==> src/rtl/lsu_pkg.sv <==
// Shared encodings and defaults for the load/store unit and its lane aligner.
package lsu_pkg;

    localparam logic [1:0] SZ_BYTE = 2'b00;
    localparam logic [1:0] SZ_HALF = 2'b01;
    localparam logic [1:0] SZ_WORD = 2'b10;

    localparam int unsigned DEF_DATA_BASE  = 1024;
    localparam int unsigned DEF_DATA_BYTES = 256;

    typedef enum logic [2:0] {
        IDLE,
        READ,
        RMW_RD,
        RMW_WR,
        WRITE,
        RESP
    } lsu_state_t;

    // Access footprint in bytes; the reserved encoding is rejected as misaligned elsewhere.
    function automatic logic [2:0] size_bytes(input logic [1:0] size);
        case (size)
            SZ_BYTE: size_bytes = 3'd1;
            SZ_HALF: size_bytes = 3'd2;
            default: size_bytes = 3'd4;
        endcase
    endfunction

endpackage

==> src/rtl/lsu_lane_align.sv <==
// Combinational little-endian lane handling: sub-word store merge and load extract/extend.
module lsu_lane_align
    import lsu_pkg::*;
(
    input  logic [31:0] word,
    input  logic [31:0] wdata,
    input  logic [1:0]  size,
    input  logic [1:0]  lane,
    input  logic        sign_ext,
    output logic [31:0] merged,
    output logic [31:0] rdata
);

    logic [7:0]  byte_v;
    logic [15:0] half_v;

    always_comb begin
        merged = word;
        rdata  = word;
        byte_v = word[{lane, 3'b000} +: 8];
        half_v = word[{lane[1], 4'b0000} +: 16];
        case (size)
            SZ_BYTE: begin
                merged[{lane, 3'b000} +: 8] = wdata[7:0];
                rdata = {{24{sign_ext & byte_v[7]}}, byte_v};
            end
            SZ_HALF: begin
                merged[{lane[1], 4'b0000} +: 16] = wdata[15:0];
                rdata = {{16{sign_ext & half_v[15]}}, half_v};
            end
            default: ;
        endcase
    end

endmodule

==> src/rtl/load_store_unit.sv <==
// Data-memory initiator: word/sub-word loads and stores via a small access FSM.
// Define LSU_RANGE_CHECK_EN to reject requests outside [DATA_BASE, DATA_BASE+DATA_BYTES).
module load_store_unit
    import lsu_pkg::*;
#(
    parameter int unsigned DATA_BASE  = DEF_DATA_BASE,
    parameter int unsigned DATA_BYTES = DEF_DATA_BYTES
) (
    input  logic        clk,
    input  logic        rst,
    input  logic        req_valid,
    output logic        req_ready,
    input  logic        req_write,
    input  logic [1:0]  req_size,
    input  logic        req_signed,
    input  logic [31:0] req_addr,
    input  logic [31:0] req_wdata,
    output logic        resp_valid,
    output logic [31:0] resp_rdata,
    output logic        resp_err,
    output logic [31:0] memAdr,
    output logic        memRead,
    output logic        memWrite,
    output logic [31:0] writeData,
    input  logic [31:0] readData
);

    lsu_state_t  state;
    logic [1:0]  lane_q;
    logic [1:0]  size_q;
    logic        sign_q;
    logic [31:0] wdata_q;
    logic [31:0] merged;
    logic [31:0] rdata;
    logic        misaligned;
    logic        range_bad;
    logic        req_err;
    logic [32:0] end_addr;

    assign misaligned = (req_size == 2'b11)
                      | ((req_size == SZ_HALF) & req_addr[0])
                      | ((req_size == SZ_WORD) & (req_addr[1:0] != 2'b00));

    assign end_addr  = {1'b0, req_addr} + {30'd0, size_bytes(req_size)};
    assign range_bad = (req_addr < DATA_BASE)
                     | (end_addr > (33'(DATA_BASE) + 33'(DATA_BYTES)));

`ifdef LSU_RANGE_CHECK_EN
    assign req_err = misaligned | range_bad;
`else
    logic unused_range;
    assign unused_range = range_bad;
    assign req_err = misaligned;
`endif

    lsu_lane_align u_align (
        .word     (readData),
        .wdata    (wdata_q),
        .size     (size_q),
        .lane     (lane_q),
        .sign_ext (sign_q),
        .merged   (merged),
        .rdata    (rdata)
    );

    // Handshake and strobes are pure decodes of the state register.
    assign req_ready  = (state == IDLE);
    assign resp_valid = (state == RESP);
    assign memRead    = (state == READ)   | (state == RMW_RD);
    assign memWrite   = (state == RMW_WR) | (state == WRITE);

    always_ff @(posedge clk) begin
        if (rst) begin
            state      <= IDLE;
            resp_rdata <= '0;
            resp_err   <= 1'b0;
            memAdr     <= '0;
            writeData  <= '0;
            lane_q     <= '0;
            size_q     <= '0;
            sign_q     <= 1'b0;
            wdata_q    <= '0;
        end else begin
            case (state)
                IDLE: if (req_valid) begin
                    lane_q     <= req_addr[1:0];
                    size_q     <= req_size;
                    sign_q     <= req_signed;
                    wdata_q    <= req_wdata;
                    resp_rdata <= '0;
                    resp_err   <= req_err;
                    if (req_err) begin
                        state <= RESP;
                    end else begin
                        memAdr <= {req_addr[31:2], 2'b00};
                        if (!req_write) begin
                            state <= READ;
                        end else if (req_size == SZ_WORD) begin
                            writeData <= req_wdata;
                            state     <= WRITE;
                        end else begin
                            state <= RMW_RD;
                        end
                    end
                end
                READ: begin
                    resp_rdata <= rdata;
                    state      <= RESP;
                end
                RMW_RD: begin
                    writeData <= merged;
                    state     <= RMW_WR;
                end
                RMW_WR:  state <= RESP;
                WRITE:   state <= RESP;
                RESP:    state <= IDLE;
                default: state <= IDLE;
            endcase
        end
    end

endmodule

==> config.mk <==
export PLATFORM = sky130hd
export DESIGN_NAME = load_store_unit
export DESIGN_NICKNAME = d
export VERILOG_FILES = /design/src/rtl/lsu_pkg.sv /design/src/rtl/lsu_lane_align.sv /design/src/rtl/load_store_unit.sv
export SDC_FILE = /design/constraint.sdc
export NUM_CORES = 1
export LEC_CHECK = 0
export BUFFER_PORTS_ARGS = -buffer_cell sky130_fd_sc_hd__buf_2
export CORE_MARGIN = 5
export CORE_UTILIZATION = 46
export CTS_CLUSTER_DIAMETER = 30
export DETAILED_ROUTE_END_ITERATION = 6
export GPL_TIMING_DRIVEN = 1
export PLACE_DENSITY_LB_ADDON = 0.2
export SETUP_SLACK_MARGIN = 0.3
export SKIP_LAST_GASP = 1
export SYNTH_ARGS = -nofsm -noshare
export SYNTH_HDL_FRONTEND = slang
export SYNTH_SLANG_ARGS = --single-unit
==> constraint.sdc <==
create_clock -name clk -period 3.65 [get_ports clk]
set_clock_uncertainty 0.2 [all_clocks]
set_input_delay 0.5475 -clock clk [delete_from_list [all_inputs] [get_ports clk]]
set_output_delay 0.5475 -clock clk [all_outputs]
set_load 0.05 [all_outputs]
Word-level counts from Yosys, hierarchy flattened. Cells that the tools add are included.

Multiplexer cells: 16. Shifts and indexed selects: 6. Equality and inequality tests: 13. Multipliers: 0. Divide/modulo/power cells: 0. Bitwise operators: 9. Reductions and logical operators: 10. $lt $le $gt $ge: 0. Add/subtract/negate cells: 2.

Operator list (count): $pmux 32 s2 (4); $mux 32 (5); $bwmux 32 (2); $shift 16x7->32 const A (1); $shift 8x7->32 const A (1); $shiftx 16x7->32 (1); $shiftx 32x6->16 (1); $shiftx 32x6->8 (1); $shiftx 8x7->32 (1); $neg 5->7 (2); $mux 3 (4); $pmux 3 s3 (1); $eq 3x2->1 const B (2); $eq 3x3->1 const B (2); $reduce_bool 2->1 (3); $reduce_and 5->1 (1); $and 1x1->1 (4); $eq 2x1->1 const B (2); $eq 2x2->1 const B (2); $ne 2x1->1 const B (2); $ne 2x2->1 const B (2); $or 1x1->1 (4); $reduce_and 2->1 (2); $eq 3x1->1 const B (1); other kinds (5) (5).

Memories: 0. RAM bits: 0. Bits in read-only memories: 0. Logic and storage cells: 65. Output and inout bits: 101. Latch bits: 0. Register bits after elaboration: 119.

Depth between registers and ports, before layout.
Depth in word-level cells: 7. Mapped depth: 9.

By module. A second synthesis with hierarchy kept.

Cells, all modules: 907. Area total of the unflattened synthesis: 7449.6 um^2.

By module, submodules not included: load_store_unit (cells an instance 654, instances 1, area an instance 5566.6 um^2); lsu_lane_align (cells an instance 253, instances 1, area an instance 1883.1 um^2).

Least setup slack after synthesis. No wires, ideal clock.

Kind: reg2out. Start point: reg state[1]. End point: out memWrite. Buffers on the path: 2. Data arrival time: 1.961 ns. Stages on the path, launching flop included: 5. Required time: 2.902 ns. Slack: 0.942 ns. Path through: dfxtp_1 -> buf_2 -> buf_1 -> nand2_1 -> o21ai_0.

Word-level cells in the longest chain between the ends: 2. Elaborated cells between the ends (all ways): 3. Classes of those cells: eq/ne (2); bitwise (1).

Ends and longest elaborated chain: from (decl) (line load_store_unit.sv:28) `lsu_state_t state;`; from (signal assigned) (line load_store_unit.sv:74) `state <= IDLE;`; from (signal assigned) (line load_store_unit.sv:93) `state <= RESP;`; from (signal assigned) (line load_store_unit.sv:97) `state <= READ;`; $eq 3x2->1 or $eq 3x3->1 (tied branches) (line load_store_unit.sv:70) `assign memWrite = (state == RMW_WR) | (state == WRITE);`; $or 1x1->1 (*) (line load_store_unit.sv:70); to (decl) (line load_store_unit.sv:23) `output logic memWrite,`.

Every way passes the cells marked *; elsewhere a longest branch is shown, timed or not.

Worst setup path in the final report.
Start point: reg state[1]. End point: out memRead.

Word-level cells in the longest chain between the ends: 2. Elaborated cells between the ends (all ways): 3. Classes of those cells: eq/ne (2); bitwise (1).

Ends and longest elaborated chain: $eq 3x1->1 or $eq 3x2->1 (tied branches) (line load_store_unit.sv:69) `assign memRead = (state == READ) | (state == RMW_RD);`; $or 1x1->1 (*) (line load_store_unit.sv:69); to (decl) (line load_store_unit.sv:22) `output logic memRead,`.

Marked as above.

==> key figures <==
Worst setup path
  • CP Capture Type: output pin
  • Worst Setup EP: memRead
  • Setup crit start: state[1]
  • WP data arrival: approximately 2.2 ns
  • Critical R2R Launch: lane_q[1]
  • Reg2reg end: writeData[23]
  • Crit Path Class: reg -> out
  • Crit start category: flop
  • R2r setup slk: 0.87 ns
  • Worst EP required: about 2.9 ns
  • Worst Reg-to-Reg Cells: 6
  • CP max FO: 21

STA
  • Setup TNS: 0 ns
  • Final setup violation count: 0
  • Period minus WS final: slightly below 3 ns
  • Max-slew violation count: 0
  • Fin crit share: 0.810
  • Count of final hold-check violations: 0
  • Slew headroom: 0.465
  • Highest clock rate: ~340 MHz
  • Slew at the pin closest to its max-slew limit: ~0.80 ns
  • RSZ-0062 raised after global routing: no

Placement
  • HPWL Detailed: ~15 mm
  • Post-Place Cells: between 1000 and 1500
  • Final Wtd Congestion: 0.967
  • IO Port Bufs: approximately 200

Floorplanning
  • Core box area: 13200 um^2
  • DIE AREA: about 16000 um^2
  • Initial Util: 0.468
  • Std-Cell Rows: 42
  • Io pins: 204
  • DIE HEIGHT: between 100 and 150 um
  • Die W: 126 um

Clock tree
  • CTS tree: built
  • Clk_lat worst skew: about 0.41 ns
  • Post-CTS setup buffer count: 0
  • CTS Buffer Depth: 2
  • Num CTS Buffers: 17
  • Clk slew on worst S/H paths: 0.05 ns
  • Resized cells post-CTS: 0
  • Clock sinks: ~120
  • H-tree levels: 4
  • CTS Hold Bufs: 0
  • CTS Root Cell: clkbuf_16

Hold path
  • Hold Path Origin: req_addr[11]
  • Hold Path Class: in -> reg

Routing
  • # DRC: 2
  • DR vias/cell: a little under 6
  • Initial drt markers: roughly 650
  • Routed WL: about 21 mm
  • Final ANT Viol Nets: 0
  • DR vias: 6623
  • Drt first pass iters: 7
  • WL/cell: around 19 um

Power
  • Leak pwr: ~3.3 nW
  • Worst-case vdd ir drop: around 370 uV
  • Power per cell area: approximately 510 nW/um^2
  • PnR Total Power: around 4 mW

Final layout
  • Final core occ: 0.597
  • Seq. cell area: 2380 um^2
  • Antenna cell count: 0
  • Final nets: roughly 1000
  • Most common cell after layout, fill and taps aside: buf_2
  • Area Growth Syn to Fin: 27.4%
  • Fraction of layout cells with a size suffix above 1: 0.291
  • Filler Cells Inserted: about 1300
  • Most frequent cells in the layout: 201 x buf_2, 119 x nand2_1, 119 x dfxtp_1
  • Footprint of the multi-input gates: 3390 um^2
  • Non-Filler Instances: ~1100

Run status
  • Violated checks: design-rule violations
  • Status: finished with violations

GRT
  • First-pass GRT wire length: between 30 and 40 mm
  • GRT overflow: 0
  • GRT Total Usage: 0.260
  • Initial antenna violation count: 0
  • Largest net degree at the start of global routing: 42
  • Vias in the first global route: between 6000 and 7000

Synth
  • Post-Syn Instances: 760
  • Warnings, synthesis: 0
  • Ys flop type: dfxtp_1
  • Synthesized cell area: between 6000 and 7000 um^2
  • Post-synth EDFFs: 0
  • Ys async rst share: 0
  • Register area share after synthesis: 0.384
  • Mean area per synthesized cell: 8.16 um^2
  • Synth Register Bits: about 120
  • Yosys cell types: between 50 and 60

Run
  • Max-Cap Viols: 0
==> power by group <==
| group | leakage [nW] | internal, mW | switching, mW |
|---|---|---|---|
| sequential | 0.966 | 1.37 | 0.0744 |
| combinational | 2.03 | 0.255 | 0.558 |
| clock | 0.310 | 1.24 | 0.573 |
| total | 3.30 | 2.86 | 1.21 |
==> cells in the mapped netlist, types with 2 or more instances <==
cell         n  area [um^2]
nor3_1      20          100
a32o_1      10          100
inv_1       35          131
o21ai_1      2         10.0
a21oi_1     86          430
a211oi_1     9         67.6
nor4b_1     17          149
nand2b_1    13         81.3
nand3_1      8         40.0
nand4_1      2         12.5
a21o_1       9         67.6
a22o_1       6         52.6
nand3b_1     9         67.6
a2111oi_0   15          131
a22oi_1     16          120
nor3b_1      2         15.0
nor2_1      42          158
or3b_2       8         70.1
nor4_1       8         50.1
dfxtp_1    119         2380
buf_2       19         95.1
buf_4        6         45.0
nand2_1    119          447
ha_1         5         62.6
nor2b_1      5         31.3
o22ai_1      8         50.1
clkbuf_1    41          154
or2_1        2         12.5
o21ai_0     25          125
o21a_1       2         15.0
mux4_2       8          180
a221oi_1     8         70.1
a31oi_1      8         50.1
mux2i_1     11          110
buf_1        2         7.51
o21bai_1     2         15.0
a41oi_1      7         61.3
o32ai_1     24          210
and3_1       3         18.8
==> through the flow <==
stage | setup slack, ns | hold WS (ns) | cell area [um^2]
after floorplan | 0.942 | 0.232 | 6210
after global placement | 1.11 | 0.233 | 7270
after detailed placement | 1.06 | 0.237 | 7270
after CTS | 0.669 | 0.152 | 7900
after global routing | 0.540 | 0.162 | 7900
final | 0.692 | 0.166 | 7900
==> state kept, by name, indices dropped and copies added (netlist names), 2 cells and up <==
name        cells
lane_q          2
memAdr         30
resp_rdata     32
size_q          2
state           3
wdata_q        16
writeData      32
==> cells by family (layout without fill, tap and decap cells) <==
group	after synthesis	count (layout)	share of synthesized area
simple gates	268	268	0.222
flops	119	119	0.384
buf+inv	104	285	0.0716
other cells	1	2	0.000605
mux	20	20	0.0486
fa+ha+maj	5	5	0.0101
compound gates	243	243	0.263
==> final cells by class <==
class	instances	area share
Clock buffer	22	0.0587
Clock inverter	9	0.0218
Inverter	35	0.0166
Multi-Input combinational cell	538	0.429
Sequential cell	119	0.301
Tap cell	176	0.0279
Timing Repair Buffer	219	0.144
==> critical path, cell delays in order, from the launching register on <==
cell and delay [ns]:
dfxtp_1 0.81, or3b_1 0.59, nand2_1 0.13, buf_2 0.27
==> how the worst min path moves through the flow <==
stage / endpoint / depth (start not counted) / slack [ns]
3_3_place_gp: resp_rdata[4] / 1 / 0.23
4_1_cts: memAdr[17] / 3 / 0.15
3_5_place_dp: resp_rdata[0] / 1 / 0.24
2_1_floorplan: wdata_q[15] / 2 / 0.23
5_1_grt: memAdr[22] / 3 / 0.16
6_report: memAdr[11] / 3 / 0.17
==> per-layer routing <==
layer	vias up	wire, um	part of all wire	global-route usage
met1	3013	8470	0.40	0.338
li1	3123	-	-	-
met2	423	9580	0.45	0.399
met5	-	0	0	0
met3	64	2550	0.12	0.0889
met4	0	660	0.031	0.102
No activity file was read; power rests on OpenSTA's default activity.
